**config.mk**
```make
export PLATFORM = sky130hd
export DESIGN_NAME = demux1to4_stream
export DESIGN_NICKNAME = d
export VERILOG_FILES = /design/src/rtl/demux1to4_stream.sv
export SDC_FILE = /design/constraint.sdc
export NUM_CORES = 1
export LEC_CHECK = 0
export CAP_MARGIN = 20
export CORE_ASPECT_RATIO = 0.8
export CORE_MARGIN = 4
export CORE_UTILIZATION = 49
export CTS_BUF_LIST = sky130_fd_sc_hd__clkbuf_4
export DETAILED_ROUTE_END_ITERATION = 6
export GPL_TIMING_DRIVEN = 1
export PLACE_DENSITY_LB_ADDON = 0.08
export SETUP_SLACK_MARGIN = 0.3
export SLEW_MARGIN = 0
export SYNTH_ARGS = -nofsm -noshare
export SYNTH_HDL_FRONTEND = slang
export SYNTH_SLANG_ARGS = --single-unit
```
**constraint.sdc**
```tcl
create_clock -name clk -period 5.25 [get_ports clk]
set_input_delay 1.05 -clock clk [delete_from_list [all_inputs] [get_ports clk]]
set_output_delay 1.05 -clock clk [all_outputs]
set_load 0.005 [all_outputs]
```
**src/rtl/demux1to4_stream.sv**
```systemverilog
// 1-to-4 stream demultiplexer with a one-entry register per output lane.
// Words are steered by in_sel or by a round-robin pointer that never skips a stalled slot.
module demux1to4_stream #(
  parameter int WIDTH = 8
) (
  input  logic             clk,
  input  logic             rst_n,
  input  logic             rr_mode,
  input  logic [1:0]       in_sel,
  input  logic             in_valid,
  input  logic [WIDTH-1:0] in_data,
  output logic             in_ready,
  output logic [3:0]       out_valid,
  output logic [WIDTH-1:0] out_data0,
  output logic [WIDTH-1:0] out_data1,
  output logic [WIDTH-1:0] out_data2,
  output logic [WIDTH-1:0] out_data3,
  input  logic [3:0]       out_ready,
  output logic [1:0]       rr_ptr
);

  localparam logic [0:0] LANE_EMPTY = 1'b0;
  localparam logic [0:0] LANE_FULL  = 1'b1;

  logic [3:0]       vld;
  logic [WIDTH-1:0] dat [4];
  logic [1:0]       ptr_q;
  logic [1:0]       target;
  logic             accept;
  logic [3:0]       load;

  // A lane can take a word if it is empty or its current word leaves this cycle.
  always_comb begin
    target   = rr_mode ? ptr_q : in_sel;
    in_ready = rst_n & (!vld[target] | out_ready[target]);
    accept   = in_valid & in_ready;
    load     = 4'b0000;
    for (int i = 0; i < 4; i++) begin
      load[i] = accept & (target == 2'(i));
    end
  end

  always_ff @(posedge clk) begin
    if (!rst_n) begin
      for (int i = 0; i < 4; i++) begin
        vld[i] <= LANE_EMPTY;
        dat[i] <= '0;
      end
    end else begin
      for (int i = 0; i < 4; i++) begin
        if (load[i]) begin
          vld[i] <= LANE_FULL;
          dat[i] <= in_data;
        end else if (vld[i] && out_ready[i]) begin
          vld[i] <= LANE_EMPTY;
        end
      end
    end
  end

  // The pointer moves only on an accepted word, so a stalled slot holds it in place.
  always_ff @(posedge clk) begin
    if (!rst_n) begin
      ptr_q <= 2'd0;
    end else if (accept && rr_mode) begin
      ptr_q <= ptr_q + 2'd1;
    end
  end

  assign out_valid = vld;
  assign out_data0 = dat[0];
  assign out_data1 = dat[1];
  assign out_data2 = dat[2];
  assign out_data3 = dat[3];
  assign rr_ptr    = ptr_q;

endmodule

```
# --- Word-level counts from Yosys, hierarchy flattened ---
# Memories as Yosys holds them, arrays and structs flattened.
# Cells that the tools add are included.
op_classes:
  eq_ne: 3
  n_bitwise: 11
  muxes: 30
  reduce_logical: 11
  n_lt_le_gt_ge: 1
  n_addsub: 1
ops:
  columns: ["operator", "count"]
  rows:
  - ["8-bit two-way mux", 4]
  - ["1-bit two-way mux", 23]
  - ["2-bit nonzero test", 4]
  - ["1-bit bitwise AND", 6]
  - ["1-bit logical AND", 5]
  - ["1-bit OR", 5]
  - ["1-bit binary-select mux with 2-bit select", 2]
  - ["2-bit equality test, second input constant", 2]
  - ["2-bit by 3-bit less-than comparator with 1-bit output, second input constant", 1]
  - ["2-bit by 1-bit adder with 2-bit output, second input constant", 1]
  - ["2-bit by 1-bit equality test with 1-bit output, second input constant", 1]
  - ["2-bit logical NOT", 1]
  - ["2-bit two-way mux", 1]
  - ["1-bit logical NOT", 1]
word_totals:
  n_memories: 1
  ram_bits: 32
  word_cells: 63
  reg_bits: 6
  out_inout_bits: 39
mem_list:
  columns: ["name", "words", "word_bits", "read_ports", "rd_clocked_by_memory_dff", "write_ports", "line", "rtl"]
  rows:
  - ["dat", 4, 8, 4, 0, 4, "26", "logic [WIDTH-1:0] dat [4];"]

# --- Logic depth before layout (Yosys ltp) ---
# Gate-level depths: netlist of run 1.
logic_depth:
  depth_word: 12
  mapped_depth: 4
  depth_no_buf: 4

# --- Worst setup path before layout of run 1 ---
# Ideal clock, no wire load.
synth_timing:
  kind: "input to output"
  start: "input rr_mode"
  end: "output in_ready"
  path_stages: 4
  arrival_time_ns: 2.023
  t_required_ns: 4.200
  setup_slack_ns: 2.177
  cell_sequence: "mux2i_1 mux2_2 mux2i_1 and2_1"
synth_between:
  elab_chain_len: 6
  elab_cells_between_ends: 8
synth_lines:
  columns: ["element", "line", "rtl"]
  rows:
  - ["start, declared", "8", "input logic rr_mode,"]
  - ["2-bit two-way mux *", "34", "target = rr_mode ? ptr_q : in_sel;"]
  - ["1-bit binary-select mux with 2-bit select", "35", "in_ready = rst_n & (!vld[target] | out_ready[target]);"]
  - ["1-bit two-way mux (implied by the code)", "35", null]
  - ["1-bit logical NOT", "35", null]
  - ["1-bit OR *", "35", null]
  - ["1-bit bitwise AND *", "35", null]
  - ["end, declared", "12", "output logic in_ready,"]
# Every way passes the cells marked *; elsewhere a longest branch is shown, timed or not. The select of a mux whose other input is x is not followed.

# --- Worst setup path in the final report of run 1 ---
# Ends and elaborated chain as after synthesis.

==> flow_summary.ini, run 1 <==
[cts]
htree_levels = 2
clockBufferDepth = 2
cts_resized = 0
clk_pin_slew_ps = 110
ctsHoldBuffers = 0
cts_sinks = 38
numCtsBuffers = 5
post_cts_buffers = 0
clkLatencyLatePin_ps = 340
cts_root_buffer = clkbuf_4
cts_tree = built

[route]
totalWireLength_microns = 3080
vias = 1039
final_antenna_net_count = 0
wire_per_inst_microns = 15.0
firstDrtPassIters = 4
drc = 0
vias_per_cell = 5.07
drt_iter0_drc = 86

[finish]
layout_commonest_cell = clkdlybuf4s50_1
fill_cells = 194
final_area_sq_mm = 0.00219
syn_to_final_growth_pct = 43.8
fin_cells = 205
layout_common_cells = clkdlybuf4s50_1, and2_1, edfxtp_1
antennaDiodeCount = 0
nNetsFinal = 184
final_core_util_pct = 76.1
drive_gt1_share_pct = 7.19
seq_area_sq_mm = 0.00108
multi_input_area_sq_um = 432

[sta]
fin_tns_setup_ps = 0
rsz0062_at_grt = no
clock.fmax_ghz = 0.235
timing.hold.ws_ps = 551
worst_slew_pin_slew_ps = 817
slew_viol_final = 0
fin_crit_ps = 4250
fin_crit_sh_pct = 80.9
final_hold_viol_count = 0
setup_viol = 0
max-slew-margin-rel_pct = 45.1
finClkSkew_ps = 9.51

[floorplanning]
dieWidth_microns = 70.3
initial_core_util_pct = 52.9
fp.coreArea_sq_mm = 0.00287
boundaryPins = 57
die_h_microns = 57.8
rows = 17
die_area_sq_mm = 0.00406

[global_routing]
antenna_found_initial = 0
grt_pass1_vias = 989
grt_max_degree = 14
grtUsageTotal_pct = 16.2
grt-ovfl-total = 0
grt_pass1_wl_microns = 4850

[synth]
synth_area_leaders = edfxtp_1, and2_1, dfxtp_1, mux2i_1, o21a_1
synthCells = 103
synth_cell_types = 21
yosysTopAreaCellShare_pct = 63.2
synth_seq_cells = 38
yosys.area_share.simple_pct = 21.2
synth_top_family_by_area = simple AND/OR/NAND/NOR gates
yosysTopAreaCell = edfxtp_1
synthAdderAreaFrac_pct = 0
syn_nets = 121
synth.mux.area_fraction_pct = 3.46
avgSynthCellArea_sq_um = 14.8
ys_warn_count = 0
synth_compound_area_share_pct = 3.79
synth-xor-area-share_pct = 0
netlist_area_sq_mm = 0.00152
yosysSeqAreaShare_pct = 71.1

[critical_path]
critPathKind = in -> out
end_kind = output port
cpPeakStageDelay_ps = 530
cp_max_fo = 6
cpMaxStageDelayCell = clkdlybuf4s50_1
start_kind = input pin
worst-path-buf-inv = 2
cp.required_ps = 4200
cp.arrival_ps = 3200
worstPathCellList = clkdlybuf4s50_1, mux2i_1, mux2_2, mux2i_1, and2_1, clkdlybuf4s50_1
r2r_slack_ps = 2940
cp_top_family = buffers and inverters

[placement]
gp_congestion = 0.785
dp.cells = 197
postPlaceCellArea_sq_mm = 0.00213
place.detailed.hpwl_microns = 2410
placement.io_buffers = 56

[run_status]
status = complete, no violations

[pwr]
power.density_mw_per_mm2 = 256
irDropWorstVdd_uv = 154
p_leak_uw = 0.000815

[flow_run]
cap_violations = 0

[hold_path]
hp-class = reg -> reg
==> state kept, by name, indices dropped and copies added, names as in the netlist <==
signal,flops
out_valid,4
rr_ptr,2
dat,32
==> path summary, 6_finish.rpt <==
path,cells after the start,end,from
max,6,in_ready,rr_mode
min,2,rr_ptr[0]$_SDFFE_PN0P_,rr_ptr[0]$_SDFFE_PN0P_
max reg2reg,4,dat[2][2]$_SDFFCE_PN0P_,rr_ptr[0]$_SDFFE_PN0P_
min reg2reg,2,rr_ptr[0]$_SDFFE_PN0P_,rr_ptr[0]$_SDFFE_PN0P_
==> cell usage after synthesis, drive strengths merged <==
master / number
and2: 33
edfxtp: 32
dfxtp: 6
nand2b: 4
nor2b: 4
o21a: 4
mux2i: 3
a21boi: 2
mux2: 2
nand2: 2
clkbuf: 1
inv: 1
nand3: 1
nor3: 1
nor3b: 1
nor4: 1
nor4b: 1
o21ai: 1
o31ai: 1
or3: 1
or4: 1
==> cell families (layout without fill, tap and decap cells) <==
family                 count (synthesis)  after routing
muxes                                  5              5
AOI/OAI and AO/OA                      8              8
and+or+nand+nor                       50             50
buffers and inverters                  2             66
DFF                                   38             38
==> per-stage QoR <==
stage               setup WS (ps)  total power, uW
floorplan                    2180              373
global placement             1090              423
detailed placement           1000              425
CTS                          1010              564
global route                  943              588
finish                       1000              560
==> area by class of cell <==
type                       instances  area share (%)
timing repair buffer              57            26.0
tap                               38            2.18
sequential                        38            49.5
multi-input combinational         63            19.7
clock inverter                     2           0.401
clock buffer                       6            2.06
inverter                           1           0.172
==> worst register-to-register path, cell delays in order, from the launching register on <==
cell	delay [ps]
dfxtp_1	360
mux2i_1	350
nand3_1	180
nor3_1	670
nand2b_1	420
==> layer usage <==
metal / GRT usage [%] / share of wire [%]
met5: 0 / 0
met4: 8.47 / 2.4
met1: 20.0 / 42
met2: 24.9 / 45
met3: 6.24 / 10
==> power breakdown <==
part / internal [uW] / total (uW) / switching (uW) / leakage (uW)
Combinational: 43.1 / 70.3 / 27.2 / 0.000398
Sequential: 342 / 347 / 4.81 / 0.000384
Clock: 55.5 / 142 / 87.0 / 0.0000331
Note: power is estimated with default switching activity, not from simulation.
==> run 2, diff against run 1 <==
--- a/config.mk
+++ b/config.mk
@@ -8,7 +8,7 @@
 export CAP_MARGIN = 20
 export CORE_ASPECT_RATIO = 0.8
 export CORE_MARGIN = 4
-export CORE_UTILIZATION = 49
+export CORE_UTILIZATION = 41
 export CTS_BUF_LIST = sky130_fd_sc_hd__clkbuf_4
 export DETAILED_ROUTE_END_ITERATION = 6
 export GPL_TIMING_DRIVEN = 1
==> constraint.sdc (replaced) <==
create_clock -name clk -period 3.8 [get_ports clk]
set_input_delay 0.76 -clock clk [delete_from_list [all_inputs] [get_ports clk]]
set_output_delay 0.76 -clock clk [all_outputs]
set_load 0.005 [all_outputs]
==> flow_summary.ini, run 2 (synthesized netlist as in run 1, its figures left out) <==
[run_status]
status = complete, no violations

[critical_path]
worstPathCellList = clkdlybuf4s50_1, mux2i_4, mux2_2, mux2i_1, and2_1, clkdlybuf4s50_1
cp.required_ps = 3040
critPathCapture = in_ready
critPathKind = in -> out
cpPeakStageDelay_ps = 490
worstReg2RegStart = rr_ptr[0]$_SDFFE_PN0P_
r2r_slack_ps = 1640
start_kind = input pin
startpoint = in_sel[1]
cp_max_fo = 4
r2r_end = dat[0][0]$_SDFFCE_PN0P_
cpMaxStageDelayCell = clkdlybuf4s50_1
cp.arrival_ps = 2540
crit_top_cell = clkdlybuf4s50_1
worstRegToRegCells = 4
end_kind = output port

[global_routing]
grtUsageTotal_pct = 13.6
grt_pass1_wl_microns = 5090
grt_pass1_vias = 1041
antenna_found_initial = 0
grt_max_degree = 14
grt-ovfl-total = 0

[finish]
largest_reg_flops = 32
fill_cells = 274
regMostFlops = dat
final_core_util_pct = 63.8
layout_commonest_cell = clkdlybuf4s50_1
fin_cells = 212
final_area_sq_mm = 0.00223
layout_common_cells = clkdlybuf4s50_1, and2_1, edfxtp_1
nNetsFinal = 187
antennaDiodeCount = 0
syn_to_final_growth_pct = 46.7
drive_gt1_share_pct = 10.0

[pwr]
irDropWorstVdd_uv = 224
p_leak_uw = 0.000834
power.density_mw_per_mm2 = 356

[sta]
clock.fmax_ghz = 0.303
fin_crit_ps = 3300
setup_viol = 0
finClkSkew_ps = 7.54
fin_tns_setup_ps = 0
timing.hold.ws_ps = 540
rsz0062_at_grt = no
max-slew-margin-rel_pct = 66.6
worst_slew_pin_slew_ps = 499
final_hold_viol_count = 0
slew_viol_final = 0
fin_crit_sh_pct = 86.8

[cts]
clockBufferDepth = 2
cts_tree = built
clkLatencyLatePin_ps = 330
htree_levels = 2
numCtsBuffers = 5
cts_sinks = 38
clk_pin_slew_ps = 100
ctsHoldBuffers = 0
cts_root_buffer = clkbuf_4

[route]
wl_met2_microns = 1400
firstDrtPassIters = 4
final_antenna_net_count = 0
wl_met1_microns = 1440
vias_per_cell = 4.80
dr_wl_met3_microns = 267
wire_per_inst_microns = 14.7
drt_iter0_drc = 53
vias = 1018
routed.top_layer = met4
totalWireLength_microns = 3120
drc = 0

[floorplanning]
die_h_microns = 62.5
initial_core_util_pct = 43.5
fp.coreArea_sq_mm = 0.00349
dieWidth_microns = 76.1
boundaryPins = 57
die_area_sq_mm = 0.00475
rows = 19

[hold_path]
hp-start = rr_ptr[0]$_SDFFE_PN0P_
whs_path_depth = 2
hp-class = reg -> reg

[placement]
dp.cells = 203
gp_congestion = 0.750
place.detailed.hpwl_microns = 2410
placement.io_buffers = 56
postPlaceCellArea_sq_mm = 0.00215

[flow_run]
cap_violations = 0
run 2: cell count changes in the layout (fill, tap and decap cells not counted), sizes merged:
| cell | previous run | this run |
|---|---|---|
| clkinv | 2 | 0 |
| buf | 1 | 4 |
| clkdlybuf4s50 | 56 | 55 |
| dlygate4sd2 | 0 | 1 |
| clkbuf | 6 | 8 |
run 2: layout make-up:
cell class                 count  area (sq um)  share of cell area, %
multi-input combinational     63           444                   19.9
inverter                       1          3.75                  0.168
clock buffer                   8          60.1                   2.69
sequential                    38          1080                   48.5
timing repair buffer          60           589                   26.4
tap                           42          52.6                   2.36
run 2: worst max-delay path, delay by kind of cell:
family                 cells  cell delay [ps]
buffers and inverters      2              930
muxes                      3              710
and+or+nand+nor            1              130
run 2: timing repair:
item	in CTS	in global routing
setup buffers	1	0
endpoints found under the hold margin	0	0
gates resized for setup	3	0
setup endpoints to repair	1	0
run 2: metrics by stage:
stage,worst slack [ps],power [uW]
finish,502,794
floorplan,1310,516
global placement,208,585
CTS,492,801
detailed placement,151,588
global route,441,830
run 2: worst min-delay path by stage:
stage / slack (ps) / to
final: 540 / rr_ptr[0]$_SDFFE_PN0P_
after global routing: 600 / rr_ptr[1]$_SDFFE_PN0P_
after CTS: 540 / rr_ptr[0]$_SDFFE_PN0P_
after detailed placement: 520 / rr_ptr[1]$_SDFFE_PN0P_
after global placement: 520 / rr_ptr[1]$_SDFFE_PN0P_
after floorplan: 490 / rr_ptr[1]$_SDFFE_PN0P_
run 2: layer usage:
metal | vias up | GRT usage [%]
met5 | - | 0
li1 | 500 | -
met1 | 483 | 17.4
met3 | 2 | 6.92
met2 | 33 | 19.9
met4 | 0 | 4.59
run 2: power breakdown:
group | switching, uW | internal (uW) | leakage (uW) | total [uW]
combinational | 38.1 | 61.8 | 0.000414 | 99.9
clock | 119 | 95.3 | 0.0000368 | 215
sequential | 6.78 | 473 | 0.000384 | 479
==> run 3, diff against run 2 <==
--- a/config.mk
+++ b/config.mk
@@ -11,7 +11,6 @@
 export CORE_UTILIZATION = 41
 export CTS_BUF_LIST = sky130_fd_sc_hd__clkbuf_4
 export DETAILED_ROUTE_END_ITERATION = 6
-export GPL_TIMING_DRIVEN = 1
 export PLACE_DENSITY_LB_ADDON = 0.08
 export SETUP_SLACK_MARGIN = 0.3
 export SLEW_MARGIN = 0
==> results of run 3 <==
Same layout as run 2: the final DEF is identical, and so are final timing and power.
